File: src/rtl/mem_unit_nb.sv
// -----------------------------------------------------------------------------
// mem_unit_nb
//   Non-blocking load/store unit. It accepts requests from the LSQ, presents
//   them to an in-order data-memory port in the same cycle and tracks up to
//   MAX_OUTSTANDING requests in a small FIFO. Each memory response pops the
//   oldest entry and produces a CDB writeback: formatted load data, or ROB
//   completion plus a store-tag broadcast for stores. Branch resolution either
//   marks dependent in-flight entries as killed or clears their mask bit.
//
// Ports
//   clk, rst_n                 clock (rising edge), asynchronous active-low reset
//   req_*                      LSQ request channel (valid/ready handshake)
//   br_valid/br_mispred/br_bit branch resolution broadcast
//   dmem_gnt, dmem_addr,
//   dmem_rmask/wmask/wdata     memory request (nonzero mask = request)
//   dmem_resp, dmem_rdata      in-order memory response
//   wb_*                       CDB writeback
//   st_tag_valid, st_tag       store-tag broadcast
//   inflight_cnt               number of occupied tracking entries
// -----------------------------------------------------------------------------
module mem_unit_nb #(
    parameter int ROB_DEPTH       = 32,
    parameter int PRF_DEPTH       = 64,
    parameter int BMASK_W         = 4,
    parameter int STAG_W          = 4,
    parameter int MAX_OUTSTANDING = 4
) (
    input  logic                                 clk,
    input  logic                                 rst_n,
    input  logic                                 req_valid,
    output logic                                 req_ready,
    input  logic                                 req_is_store,
    input  logic [31:0]                          req_addr,
    input  logic [31:0]                          req_wdata,
    input  logic [3:0]                           req_mask,
    input  logic [2:0]                           req_funct3,
    input  logic [$clog2(ROB_DEPTH)-1:0]         req_rob_idx,
    input  logic [$clog2(PRF_DEPTH)-1:0]         req_rd_paddr,
    input  logic [STAG_W-1:0]                    req_stag,
    input  logic [BMASK_W-1:0]                   req_bmask,
    input  logic                                 br_valid,
    input  logic                                 br_mispred,
    input  logic [$clog2(BMASK_W)-1:0]           br_bit,
    input  logic                                 dmem_gnt,
    output logic [31:0]                          dmem_addr,
    output logic [3:0]                           dmem_rmask,
    output logic [3:0]                           dmem_wmask,
    output logic [31:0]                          dmem_wdata,
    input  logic                                 dmem_resp,
    input  logic [31:0]                          dmem_rdata,
    output logic                                 wb_valid,
    output logic                                 wb_is_store,
    output logic [$clog2(ROB_DEPTH)-1:0]         wb_rob_idx,
    output logic [$clog2(PRF_DEPTH)-1:0]         wb_rd_paddr,
    output logic [31:0]                          wb_rd_data,
    output logic                                 st_tag_valid,
    output logic [STAG_W-1:0]                    st_tag,
    output logic [$clog2(MAX_OUTSTANDING):0]     inflight_cnt
);

    localparam int ROB_W = $clog2(ROB_DEPTH);
    localparam int PRF_W = $clog2(PRF_DEPTH);
    localparam int PTR_W = $clog2(MAX_OUTSTANDING);
    localparam int CNT_W = $clog2(MAX_OUTSTANDING) + 1;

    typedef struct packed {
        logic               is_store;
        logic [1:0]         off;
        logic [2:0]         funct3;
        logic [ROB_W-1:0]   rob_idx;
        logic [PRF_W-1:0]   rd_paddr;
        logic [STAG_W-1:0]  stag;
        logic [BMASK_W-1:0] bmask;
        logic               killed;
    } entry_t;

    entry_t             r_fifo [MAX_OUTSTANDING];
    logic [PTR_W-1:0]   r_head;
    logic [PTR_W-1:0]   r_tail;
    logic [CNT_W-1:0]   r_cnt;

    logic               w_kill_in;
    logic               w_not_full;
    logic               w_issue;
    logic               w_push;
    logic               w_pop;
    logic               w_dead;
    logic               w_wb;
    entry_t             w_head;
    entry_t             w_new;
    logic [7:0]         w_byte;
    logic [15:0]        w_half;
    logic [31:0]        w_load_data;

    // ---------------------------------------------------------------- issue
    assign w_kill_in  = br_valid && br_mispred && req_bmask[br_bit];
    assign w_not_full = (r_cnt < CNT_W'(MAX_OUTSTANDING));

    // Combinational outputs are qualified with rst_n so that every output is
    // 0 while reset is asserted, even though inputs may still be toggling.
    assign req_ready  = rst_n && w_not_full && dmem_gnt;
    assign w_issue    = rst_n && req_valid && w_not_full && !w_kill_in;
    assign w_push     = req_valid && req_ready && !w_kill_in;

    assign dmem_addr  = w_issue ? {req_addr[31:2], 2'b00} : 32'd0;
    assign dmem_wdata = w_issue ? req_wdata : 32'd0;
    assign dmem_wmask = (w_issue &&  req_is_store) ? req_mask : 4'd0;
    assign dmem_rmask = (w_issue && !req_is_store) ? req_mask : 4'd0;

    // NOTE: every variable assigned in always_comb gets a default first, so
    // no path can leave it unassigned and infer a latch.
    always_comb begin
        w_new          = '0;
        w_new.is_store = req_is_store;
        w_new.off      = req_addr[1:0];
        w_new.funct3   = req_funct3;
        w_new.rob_idx  = req_rob_idx;
        w_new.rd_paddr = req_rd_paddr;
        w_new.stag     = req_stag;
        w_new.bmask    = req_bmask;
        // A correctly predicted branch resolving in the accept cycle must not
        // leave a stale dependency bit in the new entry.
        if (br_valid && !br_mispred) begin
            w_new.bmask[br_bit] = 1'b0;
        end
        w_new.killed   = 1'b0;
    end

    // ------------------------------------------------------------- response
    assign w_head = r_fifo[r_head];
    assign w_pop  = rst_n && dmem_resp && (r_cnt != '0);
    // A mispredict in the response cycle itself kills the head as well.
    assign w_dead = w_head.killed || (br_valid && br_mispred && w_head.bmask[br_bit]);
    assign w_wb   = w_pop && !w_dead;

    assign w_byte = dmem_rdata[{w_head.off, 3'b000} +: 8];
    assign w_half = dmem_rdata[{w_head.off[1], 4'b0000} +: 16];

    always_comb begin
        w_load_data = 32'd0;
        case (w_head.funct3)
            3'b000:  w_load_data = {{24{w_byte[7]}}, w_byte};
            3'b100:  w_load_data = {24'd0, w_byte};
            3'b001:  w_load_data = {{16{w_half[15]}}, w_half};
            3'b101:  w_load_data = {16'd0, w_half};
            3'b010:  w_load_data = dmem_rdata;
            default: w_load_data = 32'd0;
        endcase
    end

    always_comb begin
        wb_valid     = 1'b0;
        wb_is_store  = 1'b0;
        wb_rob_idx   = '0;
        wb_rd_paddr  = '0;
        wb_rd_data   = 32'd0;
        st_tag_valid = 1'b0;
        st_tag       = '0;
        if (w_wb) begin
            wb_valid    = 1'b1;
            wb_is_store = w_head.is_store;
            wb_rob_idx  = w_head.rob_idx;
            if (w_head.is_store) begin
                st_tag_valid = 1'b1;
                st_tag       = w_head.stag;
            end else begin
                wb_rd_paddr = w_head.rd_paddr;
                wb_rd_data  = w_load_data;
            end
        end
    end

    assign inflight_cnt = r_cnt;

    // --------------------------------------------------------- FIFO control
    // NOTE: sequential state uses non-blocking assignments only, so every
    // register samples pre-edge values regardless of statement order.
    always_ff @(posedge clk or negedge rst_n) begin
        if (!rst_n) begin
            r_head <= '0;
            r_tail <= '0;
            r_cnt  <= '0;
        end else begin
            // MAX_OUTSTANDING is a power of two, so pointer overflow wraps.
            if (w_push) begin
                r_tail <= r_tail + 1'b1;
            end
            if (w_pop) begin
                r_head <= r_head + 1'b1;
            end
            case ({w_push, w_pop})
                2'b10:   r_cnt <= r_cnt + 1'b1;
                2'b01:   r_cnt <= r_cnt - 1'b1;
                default: r_cnt <= r_cnt;
            endcase
        end
    end

    // NOTE: the entry storage has no reset; occupancy is defined solely by
    // the pointers and count, and a push always overwrites a whole entry.
    // Branch updates are applied to every slot; touching free slots is
    // harmless for the same reason.
    always_ff @(posedge clk) begin
        for (int i = 0; i < MAX_OUTSTANDING; i++) begin
            if (w_push && (r_tail == PTR_W'(i))) begin
                r_fifo[i] <= w_new;
            end else if (br_valid) begin
                if (br_mispred) begin
                    if (r_fifo[i].bmask[br_bit]) begin
                        r_fifo[i].killed <= 1'b1;
                    end
                end else begin
                    r_fifo[i].bmask[br_bit] <= 1'b0;
                end
            end
        end
    end

endmodule

File: config.mk
export PLATFORM = sky130hd
export DESIGN_NAME = mem_unit_nb
export DESIGN_NICKNAME = d
export VERILOG_FILES = /design/src/rtl/mem_unit_nb.sv
export SDC_FILE = /design/constraint.sdc
export NUM_CORES = 1
export LEC_CHECK = 0
export ABC_AREA = 1
export ABC_CLOCK_PERIOD_IN_PS = 2050
export CORE_ASPECT_RATIO = 1.1
export CORE_MARGIN = 2
export CORE_UTILIZATION = 41
export DETAILED_ROUTE_END_ITERATION = 6
export GPL_TIMING_DRIVEN = 0
export PLACE_DENSITY = 0.81
export SYNTH_ARGS = -nofsm -noshare
export SYNTH_HDL_FRONTEND = slang
export SYNTH_SLANG_ARGS = --single-unit
File: constraint.sdc
create_clock -name clk -period 2.05 [get_ports clk]
set_clock_uncertainty 0.15 [all_clocks]
set_input_delay 0.5125 -clock clk [delete_from_list [all_inputs] [get_ports clk]]
set_output_delay 0.5125 -clock clk [all_outputs]
set_load 0.03 [all_outputs]
==> results.md <==
- Status: finished, violations left
- Violated checks: setup timing
- Pwr/cell area: 1050 nW/um^2
- Clk pin slew, worst setup/hold paths: 0.07 ns
- PnR worst setup slack: -0.983 ns
- Post-synth ARST share: 6.31%
- F_max: 330 MHz
- CP Buf/Inv Count: 7
- Num CTS Buffers: 9
- Crit path arrival time: 2.37 ns
- Final Core Density: 79.4%
- Tmin final: 3.03 ns
- Routed WL: 27,400 microns
- Via-per-instance ratio: 5.34
- Critical path's slowest cell: dfrtp_1
- Syn Inst Count: 895
- RSZ-0062 raised after global routing: yes
- Vias in the first global route: 6,898
- Min-delay src: inflight_cnt[0]
- Worst Path Max Fanout: 8
- First-pass GRT wire length: 36,100 microns
- Final Hold Viols: 0
- Reg2Reg Setup Slack: 0.04 ns
- H-tree Lvls: 3
- Count of input and output buffers: 255
- Nets@finish: 1,394
- Kind of critical path: flop to output port
- # IOs: 258
- Post-DP HPWL: 15,800 microns
- Synth Register Bits: 111
- Final worst-path cycle share: 148%
- Final slew viol count: 0
- Routed Antenna Nets: 0
- Leakage: 5.56 nW
- Max Cap Violations: 0
- Chip width: 127 microns
- Worst EP required: 1.39 ns
- Min-Delay Path Class: flop to flop
- Sequential area share after synthesis: 47.9%
- TritonCTS clock tree: yes
- # setup viols final: 184
- Core footprint: 16,200 sq um
- Worst setup path startpoint: r_head[0]
- Ant diodes: 0
- CP max stage delay: 0.39 ns
- Routed length per instance: 18.7 microns
- Root Driver: clkbuf_16
- GRT Total Usage: 25.9%
- Row count: 49
- Via count: 7,816
- Critical Path Most Common Cell: buf_6
- Initial DRC count: 803
- Initial core utilization: 41.7%
- Layout cells sized above 1: 41.2%
- Initial antenna violation count: 0
- Critical path endpoint category: output port
- Worst-skew pair later-pin latency: 0.35 ns
- Synth Area per Inst: 7.58 sq um
- Layout area overhead: 90.2%
- Reg2reg start: inflight_cnt[2]
- CTS sink count: 111
- Number of distinct library cells after synthesis: 37
- CP delay by family, top: buffers and inverters
- Post-synth EDFFs: 99
- Total grt overflow: 0
- Largest net degree at the start of global routing: 30
- Primary FF master, synth: edfxtp_1
- RePlAce Congestion: 0.928
- Crit-path cells: buf_6, clkinv_8, buf_16, nand2_2, nand3_2, nand2_1, nand2_1, nand2_2, o21ai_4, buf_12, nand2_8, buf_12, nor2_4, buf_6, buf_6
- Yosys Warn Count: 0
- Peak VDD IR: 0.000672 V
- Die area: 17,600 sq um
- Die H: 139 microns
- Critical Path Start Type: flop
- DRT Pass-1 Iters: 7
- # DRC: 0
- CTS max path bufs: 2
- Synth Cell Area: 6780 sq um
- Total chip power: 13.5 mW
## Yosys cell counts, types with 4 or more instances
cell | count | share of area (%)
nand3_2 | 7 | 1.0
inv_1 | 158 | 8.7
nand3_1 | 37 | 2.7
nand2_2 | 4 | 0.37
nand2_4 | 6 | 1.0
xor2_1 | 4 | 0.52
buf_2 | 10 | 0.74
clkbuf_1 | 14 | 0.78
nand2_1 | 209 | 12
nor2_1 | 200 | 11
ha_1 | 5 | 0.92
edfxtp_1 | 99 | 44
buf_6 | 10 | 1.7
dfrtp_1 | 7 | 2.6
a21oi_1 | 13 | 0.96
buf_4 | 4 | 0.44
o22ai_1 | 20 | 1.8
o21ai_0 | 49 | 3.6
nor2_2 | 13 | 1.2
dfxtp_1 | 5 | 1.5
## stage by stage
step / cell area (sq um) / worst slack (ns) / TNS, ns / instances / hold slack, ns
after floorplan: 7890 / -0.431 / -46.36 / 896 / 0.0669
after global placement: 10700 / -2.08 / -365.19 / 1355 / 0.324
after detailed placement: 10700 / -2.09 / -371.12 / 1355 / 0.321
after CTS: 11900 / -0.955 / -100.49 / 1411 / 0.337
after global routing: 12900 / -1.07 / -103.62 / 1465 / 0.343
final: 12900 / -0.983 / -91.01 / 1465 / 0.331
## path summary, 6_finish.rpt
| check | cells after the start | endpoint |
|---|---|---|
| setup / recovery | 15 | wb_is_store |
| hold reg to reg | 1 | inflight_cnt[0] |
| setup reg to reg | 8 | r_fifo[1][0] |
| max in group asynchronous | 2 | inflight_cnt[1] |
| hold / removal | 1 | inflight_cnt[0] |
| min in group asynchronous | 2 | r_tail[1] |
## cells by family after synthesis
group                      share of synthesized area, %
AOI/OAI and AO/OA                                  7.57
buffers and inverters                              12.7
xor gates and xnor gates                          0.646
adders and majority gates                          1.22
and+or+nand+nor                                    30.0
DFF                                                47.9
other                                            0.0553
## layout make-up
type / instances / area, sq um
Fill cell: 892 / 3350
Timing Repair inverter: 6 / 45.0
Buffer: 36 / 439
Clock buffer: 9 / 225
Sequential cell: 111 / 3250
Clock inverter: 7 / 46.3
Timing Repair Buffer: 344 / 3840
Tap cell: 204 / 255
Inverter: 161 / 652
Multi-Input combinational cell: 587 / 4140
## registers in the layout (all words and copies together), names as in the netlist
name and flops:
r_fifo 104, inflight_cnt 3, r_tail 2, r_head 2
## cell usage in the layout (no fill, tap or decap), drive strengths merged, types with 2 or more instances in the layout
cell and n:
nor2 217, conb 2, o21ai 50, dfrtp 7, xor2 4, o22ai 20, clkinvlp 11, clkbuf 27
nand3 46, clkdlybuf4s50 119, clkdlybuf4s15 7, edfxtp 99, a21oi 14, clkinv 6, buf 230, dlymetal6s2s 4
a211oi 3, ha 5, nand2 219, inv 157, dfxtp 5
## power by group
| part | internal [mW] | switching (mW) | leakage (nW) |
|---|---|---|---|
| logic | 3.67 | 5.48 | 4.42 |
| registers | 2.64 | 0.0995 | 1.01 |
| clock network | 0.825 | 0.799 | 0.131 |
| total | 7.13 | 6.38 | 5.56 |
## routing by layer
metal	global-route usage, %	wire [microns]	vias up
met5	0	0	-
met4	8.91	1300	0
met3	4.05	2430	134
met2	46.7	14300	551
met1	31.4	9350	3614
li1	-	-	3517
## repair_timing
action,CTS,global route
pin swaps,20,48
gates resized for setup,919,175
setup buffers,30,48
setup endpoints to repair,233,214
hold buffers,1,0
endpoints found under the hold margin,7,0
gates cloned,10,13
No activity file was read; power rests on OpenSTA's default activity.
